$ cat config.mk
export PLATFORM = sky130hd
export DESIGN_NAME = alu_regfile_mc
export DESIGN_NICKNAME = d
export VERILOG_FILES = /design/src/rtl/alu_regfile_mc.sv
export SDC_FILE = /design/constraint.sdc
export NUM_CORES = 1
export LEC_CHECK = 0
export CAP_MARGIN = 25
export CORE_MARGIN = 2
export CORE_UTILIZATION = 52
export DETAILED_ROUTE_END_ITERATION = 7
export GPL_ROUTABILITY_DRIVEN = 0
export PLACE_DENSITY = 0.74
export SLEW_MARGIN = 30
export SYNTH_ARGS = -nofsm -noshare
export SYNTH_HDL_FRONTEND = slang
export SYNTH_SLANG_ARGS = --single-unit
$ cat constraint.sdc
create_clock -name clk -period 6.8 [get_ports clk]
set_clock_uncertainty 0.2 [all_clocks]
set_input_delay 1.36 -clock clk [delete_from_list [all_inputs] [get_ports clk]]
set_output_delay 1.36 -clock clk [all_outputs]
set_load 0.1 [all_outputs]
$ cat src/rtl/alu_regfile_mc.sv
// Multi-cycle ALU over a small register file: IDLE/FETCH/EXEC/DONE sequencer,
// shift-add multiplier, direct load port and combinational read port.
module alu_regfile_mc #(
  parameter int WIDTH = 4,
  parameter int NREGS = 4,
  localparam int AW = $clog2(NREGS)
) (
  input  logic             clk,
  input  logic             reset,
  input  logic             start,
  input  logic [2:0]       ctrl,
  input  logic [AW-1:0]    src_a,
  input  logic [AW-1:0]    src_b,
  input  logic             use_imm,
  input  logic [WIDTH-1:0] imm,
  input  logic [AW-1:0]    dst,
  input  logic             wr_en,
  input  logic             ld_en,
  input  logic [AW-1:0]    ld_addr,
  input  logic [WIDTH-1:0] ld_data,
  input  logic [AW-1:0]    rd_addr,
  output logic [WIDTH-1:0] rd_data,
  output logic             busy,
  output logic             done,
  output logic [WIDTH-1:0] y,
  output logic             c,
  output logic             z
);

  localparam int CW = $clog2(WIDTH) + 1;
  localparam logic [CW-1:0] CNT_LAST = CW'(WIDTH - 1);
  localparam logic [CW-1:0] CNT_ONE  = CW'(1);

  localparam logic [1:0] S_IDLE  = 2'd0;
  localparam logic [1:0] S_FETCH = 2'd1;
  localparam logic [1:0] S_EXEC  = 2'd2;
  localparam logic [1:0] S_DONE  = 2'd3;

  localparam logic [2:0] OP_ADD = 3'b000;
  localparam logic [2:0] OP_SUB = 3'b001;
  localparam logic [2:0] OP_AND = 3'b010;
  localparam logic [2:0] OP_OR  = 3'b011;
  localparam logic [2:0] OP_XOR = 3'b100;
  localparam logic [2:0] OP_MUL = 3'b101;
  localparam logic [2:0] OP_SHL = 3'b110;
  localparam logic [2:0] OP_SHR = 3'b111;

  logic [WIDTH-1:0]   r_regs [NREGS];
  logic [1:0]         r_state;
  logic [1:0]         w_state_nxt;
  logic [2:0]         r_op;
  logic [WIDTH-1:0]   r_a;
  logic [WIDTH-1:0]   r_b;
  logic [AW-1:0]      r_dst;
  logic               r_wr_en;
  logic [2*WIDTH-1:0] r_acc;
  logic [2*WIDTH-1:0] r_mcand;
  logic [WIDTH-1:0]   r_mplier;
  logic [CW-1:0]      r_cnt;
  logic [2*WIDTH-1:0] w_acc_nxt;
  logic [WIDTH:0]     w_alu;
  logic               w_exec_last;
  logic [WIDTH-1:0]   w_opa;
  logic [WIDTH-1:0]   w_opb;
  logic               w_wb;
  logic [WIDTH-1:0]   r_y;
  logic               r_c;
  logic               r_z;
  logic               r_busy;
  logic               r_done;

  assign rd_data = r_regs[rd_addr];
  assign busy    = r_busy;
  assign done    = r_done;
  assign y       = r_y;
  assign c       = r_c;
  assign z       = r_z;

  // Operand selection and end-of-execution detection.
  always_comb begin
    w_opa       = r_regs[src_a];
    w_opb       = use_imm ? imm : r_regs[src_b];
    w_exec_last = (r_op != OP_MUL) || (r_cnt == CNT_LAST);
    w_wb        = (r_state == S_DONE) && r_wr_en;
  end

  // Next-state decode for the operation sequencer.
  always_comb begin
    w_state_nxt = S_IDLE;
    case (r_state)
      S_IDLE: begin
        if (start) begin
          w_state_nxt = S_FETCH;
        end else begin
          w_state_nxt = S_IDLE;
        end
      end
      S_FETCH: w_state_nxt = S_EXEC;
      S_EXEC: begin
        if (w_exec_last) begin
          w_state_nxt = S_DONE;
        end else begin
          w_state_nxt = S_EXEC;
        end
      end
      S_DONE:  w_state_nxt = S_IDLE;
      default: w_state_nxt = S_IDLE;
    endcase
  end

  // Result datapath; bit WIDTH of w_alu is the carry/borrow/overflow flag.
  always_comb begin
    w_acc_nxt = r_acc + (r_mplier[0] ? r_mcand : {(2*WIDTH){1'b0}});
    w_alu     = {(WIDTH+1){1'b0}};
    case (r_op)
      OP_ADD:  w_alu = {1'b0, r_a} + {1'b0, r_b};
      OP_SUB:  w_alu = {1'b0, r_a} - {1'b0, r_b};
      OP_AND:  w_alu = {1'b0, r_a & r_b};
      OP_OR:   w_alu = {1'b0, r_a | r_b};
      OP_XOR:  w_alu = {1'b0, r_a ^ r_b};
      OP_MUL:  w_alu = {|w_acc_nxt[2*WIDTH-1:WIDTH], w_acc_nxt[WIDTH-1:0]};
      OP_SHL:  w_alu = {r_a, 1'b0};
      OP_SHR:  w_alu = {r_a[0], 1'b0, r_a[WIDTH-1:1]};
      default: w_alu = {(WIDTH+1){1'b0}};
    endcase
  end

  // Sequencer state and registered status/result outputs.
  always_ff @(posedge clk) begin
    if (reset) begin
      r_state <= S_IDLE;
      r_busy  <= 1'b0;
      r_done  <= 1'b0;
      r_y     <= {WIDTH{1'b0}};
      r_c     <= 1'b0;
      r_z     <= 1'b0;
    end else begin
      r_state <= w_state_nxt;
      r_busy  <= (w_state_nxt != S_IDLE);
      r_done  <= (w_state_nxt == S_DONE);
      if ((r_state == S_EXEC) && w_exec_last) begin
        r_y <= w_alu[WIDTH-1:0];
        r_c <= w_alu[WIDTH];
        r_z <= (w_alu[WIDTH-1:0] == {WIDTH{1'b0}});
      end
    end
  end

  // Operand capture at the FETCH edge and one partial product per MUL cycle.
  always_ff @(posedge clk) begin
    if (reset) begin
      r_op     <= OP_ADD;
      r_a      <= {WIDTH{1'b0}};
      r_b      <= {WIDTH{1'b0}};
      r_dst    <= {AW{1'b0}};
      r_wr_en  <= 1'b0;
      r_acc    <= {(2*WIDTH){1'b0}};
      r_mcand  <= {(2*WIDTH){1'b0}};
      r_mplier <= {WIDTH{1'b0}};
      r_cnt    <= {CW{1'b0}};
    end else if (r_state == S_FETCH) begin
      r_op     <= ctrl;
      r_a      <= w_opa;
      r_b      <= w_opb;
      r_dst    <= dst;
      r_wr_en  <= wr_en;
      r_acc    <= {(2*WIDTH){1'b0}};
      r_mcand  <= {{WIDTH{1'b0}}, w_opa};
      r_mplier <= w_opb;
      r_cnt    <= {CW{1'b0}};
    end else if (r_state == S_EXEC) begin
      r_acc    <= w_acc_nxt;
      r_mcand  <= {r_mcand[2*WIDTH-2:0], 1'b0};
      r_mplier <= {1'b0, r_mplier[WIDTH-1:1]};
      r_cnt    <= r_cnt + CNT_ONE;
    end
  end

  // Register file: ALU writeback overrides a same-address direct load.
  always_ff @(posedge clk) begin
    for (int i = 0; i < NREGS; i++) begin
      if (reset) begin
        r_regs[i] <= {WIDTH{1'b0}};
      end else if (w_wb && (r_dst == AW'(i))) begin
        r_regs[i] <= r_y;
      end else if (ld_en && (ld_addr == AW'(i))) begin
        r_regs[i] <= ld_data;
      end
    end
  end

endmodule

==> impl_results.md <==
* Max-slew violation count at 0
* Clock Tree Root: clkbuf_8
* Overflow after GRT at 0
* Final WS setup at 1730 ps
* R2R depth at 11
* Yosys cell types at 54
* Critical path class: primary input to output port
* Top cells by area, synth: dfxtp_1, edfxtp_1, ha_1, mux4_2, mux2i_1
* Post-route DRC violation count at 0
* Yosys Warn Count at 0
* Layout Utilization at 61.4%
* Final Hold Vio Count at 0
* CTS tree: done
* Post-Synthesis Cell Area at 3800 sq um
* Post-synth EDFFs at 16
* Final period utilization at around three quarters
* Hold Path Cell Cnt at 2
* Starting Density at 53.0%
* Flop pwr share at about 45%
* Compound-Gate Fraction of Synth Area at 17.3%
* Die Height at 89.5 um
* Core ar. at 7180 sq um
* WL/cell at 16.2 um
* Postcts setup bufs at 0
* Crit Path Max Fanout at 4
* Sw Share at 34.2%
* Post-DP HPWL at 6210 um
* Hold path startpoint: r_mplier[3]
* CP required at 5240 ps
* Cell accounting for the most synthesized area: dfxtp_1
* Final instance area at around 4400 sq um
* R2r endpoint: y[3]
* Synth top area share at 24.8%
* Status: complete, no violations
* PD cells at between 200 and 250 nW/um^2
* Final ANT Viol Nets at 0
* Yosys reg bits at 63
* Placed Area at 4240 sq um
* Internal power at 659 uW
* Worst-Skew Late Latency at 340 ps
* N_diodes at 0
* R2R Path Start: r_op[2]
* Die area at ~8000 sq um
* Async set or reset register ratio after synthesis at 0%
* Combinational Power Share at 27.5%
* CTS Buffer Depth at 2
* Most frequent cell after synthesis: dfxtp_1
* Die W at 89.5 um
* CP arrival at 3510 ps
* Detailed Route WL at 8410 um
* Simple-gate share of the synthesized area at 13.3%
* Pin count of the biggest net entering global routing at 36
* # resized after CTS at 0
* Setup_tns at 0 ps
* TritonCTS Buffers at 9
* Syn Nets at about 440
* Least-Margin Pin Slew at about 990 ps
* Hold buffers post-CTS at 0
* Minimum clock period at 5070 ps
* Clock sinks at 63
* Port bufs at 38
* IO Pins at 39
* Vias in the first global route at 2804
* Switching power at around 340 uW
* Adder-Cell Fraction of Synth Area at 9.61%
* Area growth, synth to finish at 16.0%
* Achievable Freq at 0.197 GHz
* Number of DRC markers in iteration 0 at 183
* FILL cells at 608
* Antenna violations before repair at 0
* Synth cell count leaders: dfxtp_1, nor2_1, ha_1, mux2i_1, a21oi_1
* Final setup vio count at 0
* Post-synthesis sequential area ratio at 37.4%
* Largest family of logic cells by synthesized area: compound AO/OA/AOI/OAI gates
* Final nets at between 400 and 500
* Max_slew headroom at roughly a third
* H-tree depth at 3
* Clk slew on worst S/H paths at 70 ps
* Max-Cap Viols at 0
* CP Launch Type: primary input
* Worst vdd ir at between 0.1 and 0.15 mV
* Reg-to-reg slack, setup at roughly 3700 ps
* Ratio of cells with drive above 1 in the final layout at 9.05%
* Hold Path End: r_mplier[3]
* Ys flop type: dfxtp_1
* Clock power share at 28.0%
* Global-route wire length before repair at 13500 um
* Leakage at 0.00166 uW
* Mux cell area share after synthesis at 15.2%
* Pre-CTS setup slack at approximately 1700 ps
* 1st-pass router iterations at 4
* Vias per inst at between 5 and 6
* Gr usage total at between 20% and 30%
* # rows at 31
* Xor/xnor cell area share of the yosys netlist at 2.77%
* Syn_area_per_cell at 9.92 sq um
* CP endpoint kind: output port
* HP Class: flop to flop
* Via count at 3020
* Post-Synthesis Cells at 383
* Unrepaired setup endpoints after global routing: false
-- flip-flops by register name (all words and copies together), names as in the netlist --
signal	cells
busy	1
c	1
done	1
r_a	4
r_acc	8
r_b	4
r_cnt	3
r_dst	2
r_mcand	8
r_mplier	4
r_op	3
r_regs	16
r_state	2
r_wr_en	1
y	4
z	1
-- how the worst max path moves through the flow --
stage / from / to / slack, ps / cells past startpoint
after global placement: rd_addr[0] / rd_data[0] / 1770 / 3
after global routing: rd_addr[0] / rd_data[3] / 1670 / 3
after CTS: rd_addr[0] / rd_data[1] / 1720 / 3
after floorplan: rd_addr[0] / rd_data[0] / 3130 / 1
final: rd_addr[0] / rd_data[1] / 1730 / 3
after detailed placement: rd_addr[0] / rd_data[1] / 1720 / 3
-- layer usage --
metal  routed length (um)  global-route usage [%]  vias up
met1                 3730                    29.4     1426
met4                  106                    6.24        0
li1                     -                       -     1481
met5                    0                       0        -
met3                  497                    4.99       12
met2                 4080                    36.4      101
-- through the flow --
stage,hold slack [ps],cells,total power [uW]
global route,281,519,1050
global placement,255,503,722
detailed placement,258,503,728
floorplan,242,383,654
CTS,269,519,1010
finish,268,519,1000
-- power by group through the flow --
stage	clock, uW	sequential [uW]	combinational, uW
after floorplan	0	472	181
after global placement	0	453	269
after detailed placement	0	454	274
after CTS	285	446	275
after global routing	302	450	299
final	280	446	276
-- placed cells by master (no fill, tap or decap), types with 5 or more instances in the layout --
| master | instances |
|---|---|
| ha_1 | 26 |
| a22o_1 | 16 |
| a21oi_1 | 24 |
| mux4_2 | 12 |
| mux2i_1 | 26 |
| o21ai_0 | 13 |
| clkbuf_8 | 9 |
| dfxtp_1 | 47 |
| xnor2_1 | 7 |
| inv_1 | 20 |
| nor4_1 | 5 |
| and2_1 | 8 |
| xor2_1 | 5 |
| nand3_1 | 5 |
| nor2_1 | 37 |
| edfxtp_1 | 16 |
| clkdlybuf4s50_1 | 38 |
| nand2_1 | 23 |
| nand2b_1 | 14 |
-- final cells by class --
class / count / area (sq um) / area share (%)
clock buffers: 11 / 135 / 3.06
clock inverters: 5 / 35.0 / 0.795
inverters: 21 / 78.8 / 1.79
multi-input cells: 279 / 2210 / 50.2
flip-flops and latches: 63 / 1420 / 32.2
well taps: 99 / 124 / 2.81
repair buffers: 41 / 403 / 9.14
-- cell families (layout without fill, tap and decap cells) --
kind of cell | after synthesis | after routing
mux | 42 | 42
fa+ha+maj | 28 | 28
xor+xnor | 12 | 12
flops | 63 | 63
buf+inv | 41 | 78
simple gates | 104 | 104
compound gates | 93 | 93
-- critical path: stages --
cell	delay [ps]
clkdlybuf4s50_1	620
mux4_2	530
clkdlybuf4s50_1	980
No activity file was read; power rests on OpenSTA's default activity.
==> variant, RTL diff (config.mk and constraints unchanged) <==
The parameter `WIDTH` goes from 4 to 8.
--- a/src/rtl/alu_regfile_mc.sv
+++ b/src/rtl/alu_regfile_mc.sv
@@ -1,7 +1,7 @@
 // Multi-cycle ALU over a small register file: IDLE/FETCH/EXEC/DONE sequencer,
 // shift-add multiplier, direct load port and combinational read port.
 module alu_regfile_mc #(
-  parameter int WIDTH = 4,
+  parameter int WIDTH = 8,
   parameter int NREGS = 4,
   localparam int AW = $clog2(NREGS)
 ) (
Interface: changed (resized imm, ld_data, rd_data and y); port bits go from 39 to 55. No check against the original RTL was run, so the function may have changed too.
==> variant against the unedited design <==
Cell area rose by 81%; maximum frequency fell by 6.9%; critical path depth did not move; critical path type unchanged; global-route usage rose by 3.1 points; sequential cell count rose by 49; power rose by 92%; worst setup slack got worse by 0.37 ns; sequential share of layout area fell by 0.17 points; routed wire length rose by 110%; synthesized cell count rose by 87%; synthesized area rose by 84%; register-to-register slack got worse by 1.0 ns.
==> variant: results (changes against the unedited design) <==
status: "finished clean"
grt_pass1_vias: 5651  # +100%
synth_common_cells: "83 x nor2_1, 80 x dfxtp_1, 48 x mux2i_1, 48 x nand2_1, 45 x ha_1"
synth_fa_ha_area_frac: 0.0862  # -0.00994
synth_mux_area_frac: 0.151  # -0.00168
dp_hpwl_um: 13200  # +110%
drtIter0Drc: 495  # +170%
synthTopCellsByArea: "dfxtp_1 23%, edfxtp_1 14%, ha_1 8.0%"
placedCellCount: 914  # +82%
io_buffers: 54  # +42%
synth-xor-area-share: 0.0351  # +0.00740
drt_wl_total_um: 17900  # +110%
grt_util_all_layers: 0.252  # +0.0310
holdWs_ns: 0.271  # +0.00264 ns
synth_compound_area_frac: 0.183  # +0.00995
drive_above_1_share: 0.0822  # -0.00825
ys_seq_area_frac: 0.366  # -0.00775
ir_drop_mv: 0.148  # +7.2%
dpl_cell_area_um2: 7670  # +81%
syn-num-nets: 797  # +82%
wl_per_cell_um: 19.2  # +19%
synth_cell_types: 63  # +17%
critPathMaxStageDelay_ns: 1.00  # +0.02 ns
dr_wl_met3_um: 1190  # +140%
power_leakage_nw: 2.98  # +80%
clockRootBuffer: "clkbuf_16"
num-nets-final: 831  # +77%
gr-usage-met1: 0.303  # +0.00865
via_per_inst: 6.13  # +5.3%
arrival_ns: 3.88  # +0.37 ns
[variant: power groups by stage]
| stage | sequential (W) | combinational [W] | clock [W] |
|---|---|---|---|
| finish | 0.000797 | 0.000586 | 0.000541 |
| global route | 0.000803 | 0.000631 | 0.000578 |
| CTS | 0.000795 | 0.000582 | 0.000549 |
| detailed placement | 0.000810 | 0.000579 | 0 |
| global placement | 0.000806 | 0.000567 | 0 |
| floorplan | 0.000837 | 0.000394 | 0 |
[variant: layout make-up]
class	count	area (um^2)	area share
Tap cell	176	220	0.0276
Sequential cell	112	2560	0.321
Clock inverter	2	26.3	0.00329
Timing Repair Buffer	63	603	0.0755
Multi-Input combinational cell	529	4170	0.521
Inverter	34	128	0.0160
Clock buffer	14	285	0.0357
[variant: final timing paths]
path                                  start           to  depth (start not counted)
worst max register to register      r_op[0]            c                         12
worst min register to register  r_mplier[5]  r_mplier[5]                          2
worst min-delay path            r_mplier[5]  r_mplier[5]                          2
worst max-delay path             rd_addr[0]   rd_data[1]                          3
